<file path="config.mk">
export PLATFORM = sky130hd
export DESIGN_NAME = mypio_hexscan
export DESIGN_NICKNAME = d
export VERILOG_FILES = /design/src/rtl/mypio_pkg.sv /design/src/rtl/mypio_scan.sv /design/src/rtl/mypio_hexscan.sv
export SDC_FILE = /design/constraint.sdc
export NUM_CORES = 1
export LEC_CHECK = 0
export BUFFER_PORTS_ARGS = -buffer_cell sky130_fd_sc_hd__buf_2
export CORE_UTILIZATION = 44
export CTS_BUF_LIST = sky130_fd_sc_hd__clkbuf_16
export CTS_CLUSTER_SIZE = 30
export DETAILED_ROUTE_END_ITERATION = 7
export GPL_TIMING_DRIVEN = 0
export SLEW_MARGIN = 20
export SYNTH_ARGS = -nofsm -noshare
export SYNTH_HDL_FRONTEND = slang
export SYNTH_SLANG_ARGS = --single-unit
</file>
<file path="constraint.sdc">
create_clock -name clk -period 1.9 [get_ports clk]
set_clock_uncertainty 0.05 [all_clocks]
set_input_delay 0.095 -clock clk [delete_from_list [all_inputs] [get_ports clk]]
set_output_delay 0.095 -clock clk [all_outputs]
set_load 0.005 [all_outputs]
</file>
<file path="src/rtl/mypio_pkg.sv">
// mypio shared constants: register offsets,
// CTRL bit positions and edge capture modes.
package mypio_pkg;

  localparam logic [3:0] OFF_SWDATA = 4'd8;
  localparam logic [3:0] OFF_EDGE   = 4'd9;
  localparam logic [3:0] OFF_MASK   = 4'd10;
  localparam logic [3:0] OFF_CTRL   = 4'd11;

  localparam int CTRL_SCAN_EN = 0;
  localparam int CTRL_BLANK   = 1;

  localparam int EDGE_RISE = 0;
  localparam int EDGE_FALL = 1;
  localparam int EDGE_BOTH = 2;

endpackage

</file>
<file path="src/rtl/mypio_scan.sv">
// Digit scan: slot divider, digit index and
// registered one-cold digit enable decode.
module mypio_scan #(
  parameter  int NDIGIT   = 4,
  parameter  int SCAN_DIV = 50000,
  localparam int IW = (NDIGIT > 1) ? $clog2(NDIGIT) : 1
) (
  input  logic              clk,
  input  logic              reset,
  input  logic              en,
  input  logic              blank,
  output logic [IW-1:0]     sel,
  output logic              dblank,
  output logic [NDIGIT-1:0] ndig
);

  localparam int CW = $clog2(SCAN_DIV);
  localparam logic [CW-1:0] TC = CW'(SCAN_DIV - 1);
  localparam logic [IW-1:0] LAST = IW'(NDIGIT - 1);

  logic [CW-1:0]     cnt;
  logic [IW-1:0]     idx;
  logic [NDIGIT-1:0] onecold;

  always_ff @(posedge clk or negedge reset) begin
    if (!reset) begin
      cnt <= '0;
      idx <= '0;
    end else if (en) begin
      if (cnt == TC) begin
        cnt <= '0;
        idx <= (idx == LAST) ? '0 : idx + IW'(1);
      end else begin
        cnt <= cnt + CW'(1);
      end
    end
  end

  always_comb onecold = ~(NDIGIT'(1) << idx);

  // sel/dblank travel with ndig so nHEX lines up
  always_ff @(posedge clk or negedge reset) begin
    if (!reset) begin
      ndig   <= '1;
      sel    <= '0;
      dblank <= 1'b1;
    end else begin
      ndig   <= blank ? '1 : onecold;
      sel    <= idx;
      dblank <= blank;
    end
  end

endmodule

</file>
<file path="src/rtl/mypio_hexscan.sv">
// Avalon-MM PIO: switch edge capture with irq and
// a multiplexed 7-segment display scanner.
module mypio_hexscan
  import mypio_pkg::*;
#(
  parameter int NDIGIT    = 4,
  parameter int SWW       = 4,
  parameter int SCAN_DIV  = 50000,
  parameter int EDGE_MODE = 0
) (
  input  logic              clk,
  input  logic              reset,
  input  logic [3:0]        address,
  input  logic              write,
  input  logic              read,
  input  logic [7:0]        writedata,
  output logic [7:0]        readdata,
  output logic              irq,
  input  logic [SWW-1:0]    SW,
  output logic [6:0]        nHEX,
  output logic [NDIGIT-1:0] nDIG
);

  localparam int IW = (NDIGIT > 1) ? $clog2(NDIGIT) : 1;

  logic [6:0]     seg [NDIGIT];
  logic [SWW-1:0] s1, s2, s3;
  logic [SWW-1:0] edge_q, mask_q;
  logic [SWW-1:0] rise, fall, det, clr;
  logic [1:0]     ctrl;
  logic [2:0]     arm;
  logic [IW-1:0]  sel;
  logic           dblank;
  logic [7:0]     rmux;

  // arm holds off detection until s3 carries a real sample
  always_ff @(posedge clk or negedge reset) begin
    if (!reset) begin
      s1  <= '0;
      s2  <= '0;
      s3  <= '0;
      arm <= '0;
    end else begin
      s1  <= SW;
      s2  <= s1;
      s3  <= s2;
      arm <= {arm[1:0], 1'b1};
    end
  end

  always_comb begin
    rise = s2 & ~s3;
    fall = ~s2 & s3;
    det  = '0;
    if (arm[2]) begin
      if (EDGE_MODE == EDGE_FALL)
        det = fall;
      else if (EDGE_MODE == EDGE_BOTH)
        det = rise | fall;
      else
        det = rise;
    end
  end

  always_comb begin
    clr = '0;
    if (write && address == OFF_EDGE)
      clr = writedata[SWW-1:0];
  end

  always_ff @(posedge clk or negedge reset) begin
    if (!reset) begin
      for (int i = 0; i < NDIGIT; i++)
        seg[i] <= 7'h7f;
      edge_q <= '0;
      mask_q <= '0;
      ctrl   <= 2'b01;
      irq    <= 1'b0;
    end else begin
      edge_q <= (edge_q & ~clr) | det;
      irq    <= |(edge_q & mask_q);
      if (write) begin
        for (int i = 0; i < NDIGIT; i++)
          if (address == 4'(i))
            seg[i] <= writedata[6:0];
        if (address == OFF_MASK)
          mask_q <= writedata[SWW-1:0];
        if (address == OFF_CTRL)
          ctrl <= writedata[1:0];
      end
    end
  end

  always_comb begin
    rmux = '0;
    for (int i = 0; i < NDIGIT; i++)
      if (address == 4'(i))
        rmux = {1'b0, seg[i]};
    if (address == OFF_SWDATA)
      rmux[SWW-1:0] = s2;
    else if (address == OFF_EDGE)
      rmux[SWW-1:0] = edge_q;
    else if (address == OFF_MASK)
      rmux[SWW-1:0] = mask_q;
    else if (address == OFF_CTRL)
      rmux[1:0] = ctrl;
  end

  always_ff @(posedge clk or negedge reset) begin
    if (!reset)
      readdata <= '0;
    else
      readdata <= read ? rmux : 8'h00;
  end

  mypio_scan #(
    .NDIGIT   (NDIGIT),
    .SCAN_DIV (SCAN_DIV)
  ) u_scan (
    .clk    (clk),
    .reset  (reset),
    .en     (ctrl[CTRL_SCAN_EN]),
    .blank  (ctrl[CTRL_BLANK]),
    .sel    (sel),
    .dblank (dblank),
    .ndig   (nDIG)
  );

  // segment data read live so SEG writes show next cycle
  always_comb begin
    nHEX = 7'h7f;
    if (!dblank)
      for (int i = 0; i < NDIGIT; i++)
        if (sel == IW'(i))
          nHEX = seg[i];
  end

endmodule

</file>
* Yosys cells after proc, flatten, opt, wreduce, memory -nomap -nowiden *
Index checks and enable logic that the tools add are counted.
W data, S select, Z words.

word-level totals
  register bits after elaboration = 87
  input bits = 20
  output and inout port bits = 20
  logic and storage cells = 71

cells by class
  add/subtract/negate cells = 2
  eq/ne operators = 12
  shift-type cells = 1
  mux-type cells = 20
  bitwise operators = 7
  reduce and logical (&&, ||, !) cells = 11

operators with widths
  operator                 count
  $mux W7                  6
  $mux W8                  4
  $mux W4                  5
  $add A16 B1 Y16 const B  1
  $eq A16 B16 Y1 const B   1
  $eq A4 B4 Y1 const B     4
  $mux W16                 1
  $reduce_and A2 Y1        7
  $and A4 B4 Y4            3
  $not A4 Y4               3
  $eq A4 B2 Y1 const B     2
  $mux W2                  4
  $eq A2 B2 Y1 const B     3
  $eq A4 B1 Y1 const B     1
  $logic_not A4 Y1         1
  $or A4 B4 Y4             1
  $reduce_or A4 Y1         1
  $shl A1 B2 Y4 const A    1
  $add A2 B1 Y2 const B    1
  $eq A2 B1 Y1 const B     1
  $logic_not A2 Y1         1
  $logic_and A1 B1 Y1      1

* Longest topological paths before layout *
Gate-level depths: netlist of run 1.

  depth in word-level cells = 10
  depth in mapped cells = 6
  gate-level depth less buffers = 5

* Modules after synthesis *
Synthesis of run 1 repeated with hierarchy kept, for this count alone.

unflattened totals
  cells, all modules = 321
  area, all modules = 3986.3 um2

by module, submodules not included
  module         times used  cells an instance  area each (um2)  seq. area each (um2)
  mypio_hexscan  1           215                2820.2           1562.7
  mypio_scan     1           106                1166.1           631.9

* Worst setup path before layout of run 1 *
Ideal clock, no wire load.

  kind = register to register
  from = register u_scan.cnt[5]
  to = register u_scan.idx[0]
  library setup time = 0.074 ns
  arrival time = 1.864 ns
  data required time = 1.776 ns
  path slack = -0.088 ns
  cell stages (with the launch flop) = 5
  buffers on the path = 0
  period minus slack after synthesis = 1.988 ns
  cell sequence = dfrtp_1 or4b_4 or4_4 or3_1 o21ai_2

on the way
  cells in the longest elaborated chain, start to end = 2

RTL lines
  element                      line              source
  start, declared              mypio_scan.sv:21  logic [CW-1:0] cnt;
  start signal, assigned       mypio_scan.sv:34  cnt <= cnt + CW'(1);
  $eq A16 B16 Y1               mypio_scan.sv:30  if (cnt == TC) begin
  $reduce_and A2 Y1 (no line)  -
  end signal, assigned         mypio_scan.sv:32  idx <= (idx == LAST) ? '0 : idx + IW'(1);
  end, declared                mypio_scan.sv:22  logic [IW-1:0] idx;

Every way passes these cells.
A chain may end at the register's enable or synchronous reset.

* Final worst setup path of run 1 *
Same ends and word-level chain as after synthesis.

==> results of run 1 <==
-- routing by layer --
layer  track usage [%]  vias up
met5                 0        -
met4              5.60        0
met3              5.06        7
met2              32.4       57
met1              25.3     1273
li1                  -     1227
-- logic make-up after synthesis --
kind of cell / Yosys count
AO/OA/AOI/OAI: 33
XOR/XNOR: 11
other: 2
adder cells (fa/ha/maj): 5
multiplexers: 53
AND/OR/NAND/NOR: 96
buffers and inverters: 21
flip-flops: 86
-- layout make-up --
type / count / area share [%]
flip-flops and latches: 86 / 46.4
multi-input cells: 200 / 35.3
repair buffers: 50 / 8.01
clock buffers: 9 / 4.76
well taps: 105 / 2.77
plain buffers: 11 / 1.08
clock inverters: 7 / 1.00
inverters: 8 / 0.634
-- cells in the final DEF (no fill, tap or decap), drive strengths merged, types with 6 or more instances in the layout --
cell type / count
nand2: 23
buf: 46
nor2: 14
o21ai: 14
dfstp: 34
or2: 7
nand2b: 7
nor3: 7
nand3: 6
clkbuf: 16
mux4: 10
xnor2: 9
mux2: 39
dfrtp: 52
inv: 10
nand4: 7
dlygate4sd3: 8
-- how the worst max path moves through the flow --
stage | to | slack, ps | cells after the start
detailed placement | u_scan.cnt[15] | -230 | 5
global route | u_scan.idx[0] | -170 | 4
floorplan | u_scan.idx[0] | -90 | 4
CTS | u_scan.idx[0] | -120 | 4
finish | u_scan.idx[0] | -130 | 4
global placement | u_scan.cnt[0] | -220 | 4
-- stage by stage --
step	total power [mW]	TNS (ps)	setup slack (ps)	instance area [µm²]	hold slack [ps]
2_1_floorplan	2.94	-116	-87.5	3900	-251
3_3_place_gp	3.19	-2810	-219	4200	152
3_5_place_dp	3.23	-2410	-226	4230	4.07
4_1_cts	4.93	-427	-125	4660	20.1
5_1_grt	5.21	-756	-165	4730	31.2
6_report	4.93	-331	-126	4730	25.6
-- report_power, final --
part	switching, mW	leakage (nW)	internal (mW)
logic	0.336	0.844	0.528
clock network	0.726	0.134	0.887
registers	0.232	1.00	2.22
total	1.29	1.98	3.64
-- worst max-delay path, delay by kind of cell, from the launching register on --
family / cells / cell delay [ps]
AOI/OAI and AO/OA: 1 / 60
DFF: 1 / 410
and+or+nand+nor: 3 / 1440
-- timing repair --
item	in CTS	in global routing
setup buffers	6	2
hold buffers	8	0
setup endpoints to repair	18	15
gates resized for setup	11	13
pin swaps	2	2
endpoints found under the hold margin	44	0
==> reports/results.tsv, run 1 <==
stage	metric	value	unit
status	status	complete, but fails checks	
status	failing checks	negative setup slack	
sta	PnR worst setup slack	-126	ps
placement	Final Wtd Congestion	0.768	
finish	Largest register FFs	28	
critical_path	Setup CP Type	reg2reg	
drt	post-route ant nets	0	
floorplan	chip height	96.1	µm
synthesis	syn nets	332	
critical_path	CP startpoint kind	register	
synthesis	Synth Area per Inst	12.7	µm²
floorplan	# IOs	40	
synthesis	adder-cell share of the synthesized area	1.61	%
sta	RSZ-0062 raised after global routing	true	
drt	wire per inst	16.8	µm
pwr	Power Density	1040	nW/µm²
synthesis	largest family of logic cells by synthesized area	multiplexers	
critical_path	CP peak stage delay	570	ps
sta	worst slew pin tran	720	ps
critical_path	R2R depth	4	
drt	Pre-antenna DRT Iters	4	
clocking	H-tree levels	3	
floorplan	FP Rows	33	
placement	input/output buffers	33	
synthesis	synthesized flop and latch total	86	
critical_path	Crit-path slowest cell	or4_4	
synthesis	simple-gate share of the synthesized area	13.4	%
floorplan	core box area	8380	µm²
finish	Syn-to-layout area delta	21.5	%
synthesis	Ys Warns	0	
drt	Vias/cell	5.39	
floorplan	die area	9240	µm²
drt	final WL	7990	µm
hold_path	hold crit path type	in2reg	
drt	via count	2564	
finish	Core Util, Final	56.5	%
critical_path	CP startpoint	u_scan.cnt[5]	
drt	detailed-routed wire length on met2	3940	µm
critical_path	crit path max fanout	3	
finish	sequential cell area	2200	µm²
placement	Cells after DPL	446	
hold_path	Hold Crit Depth	2	
placement	post-detail-place hpwl	5380	µm
global_routing	grt ovf	0	
critical_path	Worst R2R Start	u_scan.cnt[5]	
sta	# setup viols final	7	
finish	Multi-input gate area	1670	µm²
clocking	Max Root-Sink Buffers	2	
drt	first-iteration detailed-routing DRC count	71	
clocking	CTS tree	yes	
drt	DR top layer	met4	
finish	Nets	391	
synthesis	number of flops mapped to enable cells by yosys	0	
floorplan	Initial Util	46.5	%
synthesis	distinct cell type count after synthesis	44	
critical_path	Worst Setup End Kind	register	
synthesis	most frequent cell after synthesis	dfrtp_1	
drt	met1 wire length	3600	µm
clocking	clk sinks	86	
global_routing	initial antenna violation count	0	
synthesis	largest area contributor in the netlist	dfrtp_1	
sta	Tmin final	2030	ps
drt	met3 wire length	349	µm
finish	largest registers	seg x28, u_scan.cnt x16, readdata x7	
clocking	total CTS buffers	9	
synthesis	sequential area share after synthesis	56.3	%
job	Max Cap Viol	0	
synthesis	Mapped Cells	307	
synthesis	Synth area leaders	dfrtp_1 (33%), dfstp_2 (23%), mux2_2 (11%)	
finish	Final Non-Filler Cells	476	
global_routing	vias in the first global route	2601	
finish	Layout fillers	722	
synthesis	Yosys top cell area share	33.4	%
finish	Top reg by flops	seg	
pwr	peak supply drop	0.493	mV
clocking	Clock Pin Slew Worst Setup and Hold Paths	60	ps
sta	Max Slew Vio Count	0	
pwr	LEAKAGE	1.98	nW
synthesis	compound-cell area share of the yosys netlist	5.75	%
hold_path	hold path endpoint	seg[24]	
global_routing	largest net degree at the start of global routing	59	
critical_path	reg2reg end	u_scan.idx[0]	
critical_path	R2R Setup Slk	-130	ps
clocking	clock latency on the worst-skew pair	340	ps
sta	fmax	0.493	GHz
global_routing	Tot GR Track Use	19.6	%
sta	Hold Vio Cnt, Final	0	
finish	ant diodes	0	
drt	drt drc	0	
finish	layout cells sized above 1	44.5	%
clocking	root buf cell	clkbuf_16	
critical_path	CP Cell Sequence	or4b_4 -> or4_4 -> or3_4 -> o21ai_2	
synthesis	Post-synth top cells	dfrtp_1 (52), mux2_2 (39), dfstp_2 (34), nand2_1 (23), nor2_1 (14)	
synthesis	netlist area before placement	3900	µm²
floorplan	die width	96.1	µm
synthesis	asr flop ratio synth	100	%
synthesis	Post-Synth XOR/XNOR Area	2.47	%
critical_path	CP Data Required Time	2120	ps
critical_path	WP data arrival	2250	ps
global_routing	first-pass GRT wire length	13200	µm
sta	Final Cycle Share	107	%
synthesis	post-synthesis mux area share	18.1	%
hold_path	HP Start	writedata[3]	
sta	Slew HR	51.8	%
synthesis	Main synth FF type	dfrtp_1	
Note: power is estimated with default switching activity, not from simulation.
==> inputs of run 2 (changes only) <==
--- a/config.mk
+++ b/config.mk
@@ -11,6 +11,7 @@
 export CTS_CLUSTER_SIZE = 30
 export DETAILED_ROUTE_END_ITERATION = 7
 export GPL_TIMING_DRIVEN = 0
+export SKIP_CTS_REPAIR_TIMING = 1
 export SLEW_MARGIN = 20
 export SYNTH_ARGS = -nofsm -noshare
 export SYNTH_HDL_FRONTEND = slang
==> reports/results.tsv, run 2 (synthesis gave the netlist of run 1 again) <==
stage	metric	value	unit	change
status	status	complete, but fails checks		unchanged
status	failing checks	negative setup slack		unchanged
floorplan	die width	96.1	µm	unchanged
sta	Final Cycle Share	108	%	was 107%
critical_path	Worst Setup End Kind	register		unchanged
clocking	total CTS buffers	9		unchanged
finish	commonest non-fill, non-tap cell in the layout	dfrtp_1		unchanged
pwr	Sw Ratio	26.1	%	was 26.2%
pwr	Gate power share	17.5	%	about the same
finish	Largest register FFs	28		unchanged
critical_path	CP Data Required Time	2120	ps	about the same
drt	Pre-antenna DRT Iters	4		unchanged
pwr	peak supply drop	0.479	mV	was 0.493 mV
pwr	LEAKAGE	1.99	nW	was 1.98 nW
global_routing	largest net degree at the start of global routing	59		unchanged
critical_path	crit path max fanout	4		was 3
pwr	Flop pwr share	49.9	%	was 49.8%
sta	RSZ-0062 raised after global routing	true		unchanged
floorplan	core box area	8380	µm²	unchanged
drt	Vias/cell	5.40		was 5.39
clocking	clock latency on the worst-skew pair	340	ps	about the same
global_routing	initial antenna violation count	0		unchanged
drt	wire per inst	16.7	µm	was 16.8 µm
finish	ant diodes	0		unchanged
clocking	Max Root-Sink Buffers	2		unchanged
finish	Top reg by flops	seg		unchanged
finish	layout cells sized above 1	45.0	%	was 44.5%
pwr	Power Density	1040	nW/µm²	about the same
placement	input/output buffers	33		unchanged
drt	final WL	8000	µm	was 7990 µm
pwr	overall power	4.93	mW	about the same
global_routing	vias in the first global route	2527		was 2601
drt	first-iteration detailed-routing DRC count	73		was 71
sta	fmax	0.487	GHz	was 0.493 GHz
sta	PnR worst setup slack	-151	ps	was -126 ps
global_routing	first-pass GRT wire length	12900	µm	was 13200 µm
finish	Nets	393		was 391
sta	# setup viols final	7		unchanged
clocking	H-tree levels	3		unchanged
finish	Layout fillers	715		was 722
pwr	P_sw	1.29	mW	about the same
sta	worst slew pin tran	719	ps	was 720 ps
critical_path	WP data arrival	2270	ps	was 2250 ps
sta	Hold Vio Cnt, Final	0		unchanged
placement	Final Wtd Congestion	0.768		unchanged
global_routing	grt ovf	0		unchanged
drt	drt drc	0		unchanged
finish	Syn-to-layout area delta	21.7	%	was 21.5%
sta	worst hold margin	27.1	ps	was 25.6 ps
finish	largest registers	seg x28, u_scan.cnt x16, readdata x7		unchanged
clocking	root buf cell	clkbuf_16		unchanged
sta	Tmin final	2050	ps	was 2030 ps
floorplan	die area	9240	µm²	unchanged
floorplan	Initial Util	46.5	%	unchanged
drt	via count	2581		was 2564
critical_path	Setup CP Type	reg2reg		unchanged
sta	Max Slew Vio Count	0		unchanged
clocking	clk sinks	86		unchanged
sta	Slew HR	51.8	%	about the same
floorplan	# IOs	40		unchanged
hold_path	hold crit path type	in2reg		unchanged
global_routing	Tot GR Track Use	19.2	%	was 19.6%
floorplan	chip height	96.1	µm	unchanged
clocking	CTS tree	yes		unchanged
placement	post-detail-place hpwl	5380	µm	unchanged
pwr	Clk network pwr share	32.6	%	was 32.7%
pwr	Int Pwr	3.64	mW	about the same
drt	post-route ant nets	0		unchanged
finish	commonest cells after routing, fill and taps aside	dfrtp_1 (49), mux2_2 (39), dfstp_2 (34)		was dfrtp_1 (50), mux2_2 (39), dfstp_2 (34)
job	Max Cap Viol	0		unchanged
clocking	Clock Pin Slew Worst Setup and Hold Paths	60	ps	about the same
critical_path	CP startpoint kind	register		unchanged
floorplan	FP Rows	33		unchanged
run 2: power by group through the flow:
| stage | Clock [mW] | Combinational [mW] | Sequential [mW] |
|---|---|---|---|
| final | 1.61 | 0.862 | 2.46 |
| after global routing | 1.74 | 0.962 | 2.51 |
| after CTS | 1.66 | 0.746 | 2.46 |
| after detailed placement | 0 | 0.746 | 2.48 |
| after global placement | 0 | 0.718 | 2.47 |
| after floorplan | 0 | 0.534 | 2.41 |
run 2: metrics by stage:
| stage | instance area, µm² | cells | util, % | TNS (ps) | setup WS, ps |
|---|---|---|---|---|---|
| floorplan | 3900 | 307 | - | -116 | -87.5 |
| global placement | 4200 | 445 | 50.1 | -2810 | -219 |
| detailed placement | 4230 | 446 | 50.5 | -2410 | -226 |
| CTS | 4500 | 462 | 53.7 | -5180 | -514 |
| global route | 4740 | 478 | 56.6 | -1140 | -188 |
| finish | 4740 | 478 | 56.6 | -587 | -151 |
run 2: final cells by class:
class                           instances  area, µm²  area share [%]
Clock buffer                            9        225            4.75
Inverter                                8       30.0           0.633
Sequential cell                        86       2200            46.4
Timing Repair Buffer                   52        388            8.18
Tap cell                              105        131            2.77
Buffer                                 11       51.3            1.08
Multi-Input combinational cell        200       1670            35.2
Clock inverter                          7       47.5            1.00
run 2: worst paths after layout:
check | from | to | slack, ps | cells after the start
worst max-delay path | u_scan.cnt[5] | u_scan.idx[0] | -150 | 4
min in group asynchronous | reset | readdata[6] | 180 | 2
max in group asynchronous | reset | u_scan.ndig[0] | 970 | 3
worst max register to register | u_scan.cnt[5] | u_scan.idx[0] | -150 | 4
worst min register to register | s1[3] | s2[3] | 300 | 0
worst min-delay path | writedata[3] | seg[17] | 30 | 2
run 2: worst max-delay path: stages (launching register included):
cell     delay, ps
dfrtp_2        430
or4b_4         560
or4_4          550
or3_4          340
o21ai_2         60
run 2: layer usage:
metal  part of all wire [%]  GRT usage [%]  up-vias
li1                       -              -     1234
met1                     45           25.2     1288
met2                     49           31.1       52
met3                    4.1           5.06        7
met4                    1.1           5.60        0
met5                      0              0        -
==> inputs of run 3 (changes only) <==
--- a/config.mk
+++ b/config.mk
@@ -5,6 +5,7 @@
 export SDC_FILE = /design/constraint.sdc
 export NUM_CORES = 1
 export LEC_CHECK = 0
+export ABC_AREA = 1
 export BUFFER_PORTS_ARGS = -buffer_cell sky130_fd_sc_hd__buf_2
 export CORE_UTILIZATION = 44
 export CTS_BUF_LIST = sky130_fd_sc_hd__clkbuf_16
==> reports/results.tsv, run 3 <==
stage	metric	value	unit	change
floorplan	core box area	8890	µm²	was 8380 µm²
finish	layout cells sized above 1	27.1	%	was 45.0%
drt	via count	3298		was 2581
finish	Largest register FFs	28		unchanged
critical_path	CP Cell Sequence	buf_4 -> nand2_1 -> nand3_1 -> a21oi_1 -> o21ai_0 -> buf_2		was or4b_4 -> or4_4 -> or3_4 -> o21ai_2
sta	Hold Vio Cnt, Final	0		unchanged
global_routing	Tot GR Track Use	20.0	%	was 19.2%
global_routing	initial antenna violation count	0		unchanged
sta	Final Cycle Share	95.8	%	was 108%
global_routing	largest net degree at the start of global routing	53		was 59
finish	commonest cells after routing, fill and taps aside	nand2_1 (126), dfrtp_1 (51), inv_1 (49)		was dfrtp_1 (49), mux2_2 (39), dfstp_2 (34)
critical_path	WP data arrival	1680	ps	was 2270 ps
sta	Max Slew Vio Count	0		unchanged
floorplan	Initial Util	46.5	%	about the same
synthesis	Post-synth top cells	nand2_1 (126), dfrtp_1 (52), inv_1 (51), dfstp_2 (34), o21ai_0 (32)		was dfrtp_1 (52), mux2_2 (39), dfstp_2 (34), nand2_1 (23), nor2_1 (14)
synthesis	syn nets	494		was 332
clocking	clk sinks	86		unchanged
critical_path	Setup CP Type	reg2out		was reg2reg
critical_path	Worst R2R Start	ctrl[0]		was u_scan.cnt[5]
critical_path	Crit-path slowest cell	dfrtp_1		was or4b_4
critical_path	CP Data Required Time	1750	ps	was 2120 ps
placement	post-detail-place hpwl	6510	µm	was 5380 µm
floorplan	die area	9780	µm²	was 9240 µm²
finish	Top reg by flops	seg		unchanged
clocking	total CTS buffers	9		unchanged
synthesis	Mapped Cells	469		was 307
floorplan	die width	98.9	µm	was 96.1 µm
synthesis	distinct cell type count after synthesis	36		was 44
clocking	Clock Pin Slew Worst Setup and Hold Paths	70	ps	was 60 ps
global_routing	vias in the first global route	3132		was 2527
drt	Pre-antenna DRT Iters	5		was 4
global_routing	first-pass GRT wire length	15200	µm	was 12900 µm
floorplan	FP Rows	34		was 33
hold_path	HP Start	read		was writedata[3]
drt	first-iteration detailed-routing DRC count	169		was 73
finish	Final Non-Filler Cells	635		was 478
sta	TNS Setup	0	ps	was -587 ps
synthesis	number of flops mapped to enable cells by yosys	0		unchanged
critical_path	CP startpoint	u_scan.sel[0]		was u_scan.cnt[5]
critical_path	Critical path buffers and inverters	2		was 0
drt	final WL	8990	µm	was 8000 µm
synthesis	most frequent cell after synthesis	nand2_1		was dfrtp_1
finish	largest registers	seg x28, u_scan.cnt x16, readdata x7		unchanged
clocking	clock latency on the worst-skew pair	330	ps	was 340 ps
hold_path	hold crit path type	in2reg		unchanged
pwr	peak supply drop	0.601	mV	was 0.479 mV
synthesis	netlist area before placement	4130	µm²	was 3900 µm²
critical_path	cell family with most CP delay	flip-flops		was simple AND/OR/NAND/NOR gates
floorplan	chip height	98.9	µm	was 96.1 µm
placement	input/output buffers	35		was 33
finish	Syn-to-layout area delta	17.7	%	was 21.7%
synthesis	Synth Area per Inst	8.81	µm²	was 12.7 µm²
critical_path	Worst Setup End Kind	primary output		was register
critical_path	CP peak stage delay	400	ps	was 560 ps
critical_path	CP startpoint kind	register		unchanged
clocking	H-tree levels	3		unchanged
sta	fmax	0.549	GHz	was 0.487 GHz
synthesis	synthesized flop and latch total	86		unchanged
critical_path	crit path max fanout	10		was 4
floorplan	# IOs	40		unchanged
pwr	LEAKAGE	2.29	nW	was 1.99 nW
synthesis	sequential area share after synthesis	53.1	%	was 56.3%
drt	post-route ant nets	0		unchanged
global_routing	grt ovf	0		unchanged
drt	Vias/cell	5.19		was 5.40
job	Max Cap Viol	0		unchanged
drt	drt drc	0		unchanged
synthesis	largest area contributor in the netlist	dfrtp_1		unchanged
synthesis	Yosys top cell area share	31.5	%	was 33.4%
finish	commonest non-fill, non-tap cell in the layout	nand2_1		was dfrtp_1
synthesis	Ys Warns	0		unchanged
sta	Tmin final	1820	ps	was 2050 ps
sta	# setup viols final	0		was 7
placement	Cells after DPL	613		was 446
finish	Core Util, Final	54.7	%	was 56.6%
clocking	Max Root-Sink Buffers	2		unchanged
pwr	Power Density	1020	nW/µm²	was 1040 nW/µm²
synthesis	Synth area leaders	dfrtp_1 (31%), dfstp_2 (22%), nand2_1 (11%)		was dfrtp_1 (33%), dfstp_2 (23%), mux2_2 (11%)
finish	ant diodes	0		unchanged
clocking	root buf cell	clkbuf_16		unchanged
synthesis	asr flop ratio synth	100	%	unchanged
placement	Final Wtd Congestion	0.861		was 0.768
clocking	CTS tree	yes		unchanged
status	status	finished clean		was complete, but fails checks
finish	Nets	547		was 393
synthesis	Main synth FF type	dfrtp_1		unchanged
drt	wire per inst	14.2	µm	was 16.7 µm
run 3: cell types whose count changed in the layout (fill, tap and decap cells not counted), moves of 15 or more:
cell	previous run	this run
nand3_1	5	25
o21ai_0	12	32
inv_1	8	49
o21ai_1	1	19
nand2_1	23	126
mux2_2	39	0
o21ai_2	1	16
run 3: kinds of logic (layout without fill, tap and decap cells):
kind of cell	count (synthesis)	after routing	share of synthesized area [%]
simple gates	224	224	25.3
flops	86	86	53.1
compound gates	85	85	12.3
buf+inv	65	123	7.14
fa+ha+maj	5	5	1.51
other cells	2	2	0.182
xor+xnor	2	2	0.424
run 3: path summary, 6_finish.rpt:
kind | slack [ps] | depth (start not counted) | end
min reg2reg | 300 | 0 | s2[2]
min | 10 | 3 | readdata[4]
max in group asynchronous | 930 | 3 | seg[3]
max | 80 | 6 | nHEX[4]
min in group asynchronous | 210 | 2 | mask_q[2]
max reg2reg | 300 | 6 | u_scan.cnt[11]
run 3: through the flow:
step / instance area, µm² / total power [mW] / setup WS, ps / hold slack, ps
2_1_floorplan: 4130 / 2.82 / 492 / -251
3_3_place_gp: 4440 / 3.06 / -16.5 / 153
3_5_place_dp: 4470 / 3.09 / 286 / 38.4
4_1_cts: 4800 / 4.99 / -47.7 / -318
5_1_grt: 4860 / 5.22 / -2.48 / 25.1
6_report: 4860 / 4.96 / 79.0 / 11.3
run 3: routing by layer:
layer	track usage, %	part of all wire [%]	vias to the layer above	routed length [µm]
li1	-	-	1634	-
met1	27.8	48	1592	4360
met2	31.1	46	60	4160
met3	4.33	3.7	12	332
met4	6.77	1.5	0	131
met5	0	0	-	0
run 3: power by group:
part,internal (mW),switching (mW)
Clock,1.16,0.733
Combinational,0.292,0.412
Sequential,2.18,0.187
Total,3.63,1.33
run 3: cell type report:
| type | instances | area, µm² |
|---|---|---|
| Tap cell | 108 | 135 |
| Clock buffer | 9 | 225 |
| Multi-Input combinational cell | 318 | 1650 |
| Timing Repair Buffer | 42 | 263 |
| Fill cell | 816 | 4030 |
| Buffer | 9 | 86.3 |
| Sequential cell | 86 | 2200 |
| Inverter | 56 | 211 |
| Clock inverter | 7 | 97.6 |
run 3: worst min-delay path, cell delays in order:
cell	delay, ps
buf_2	150
o21ai_0	80
a21oi_1	40
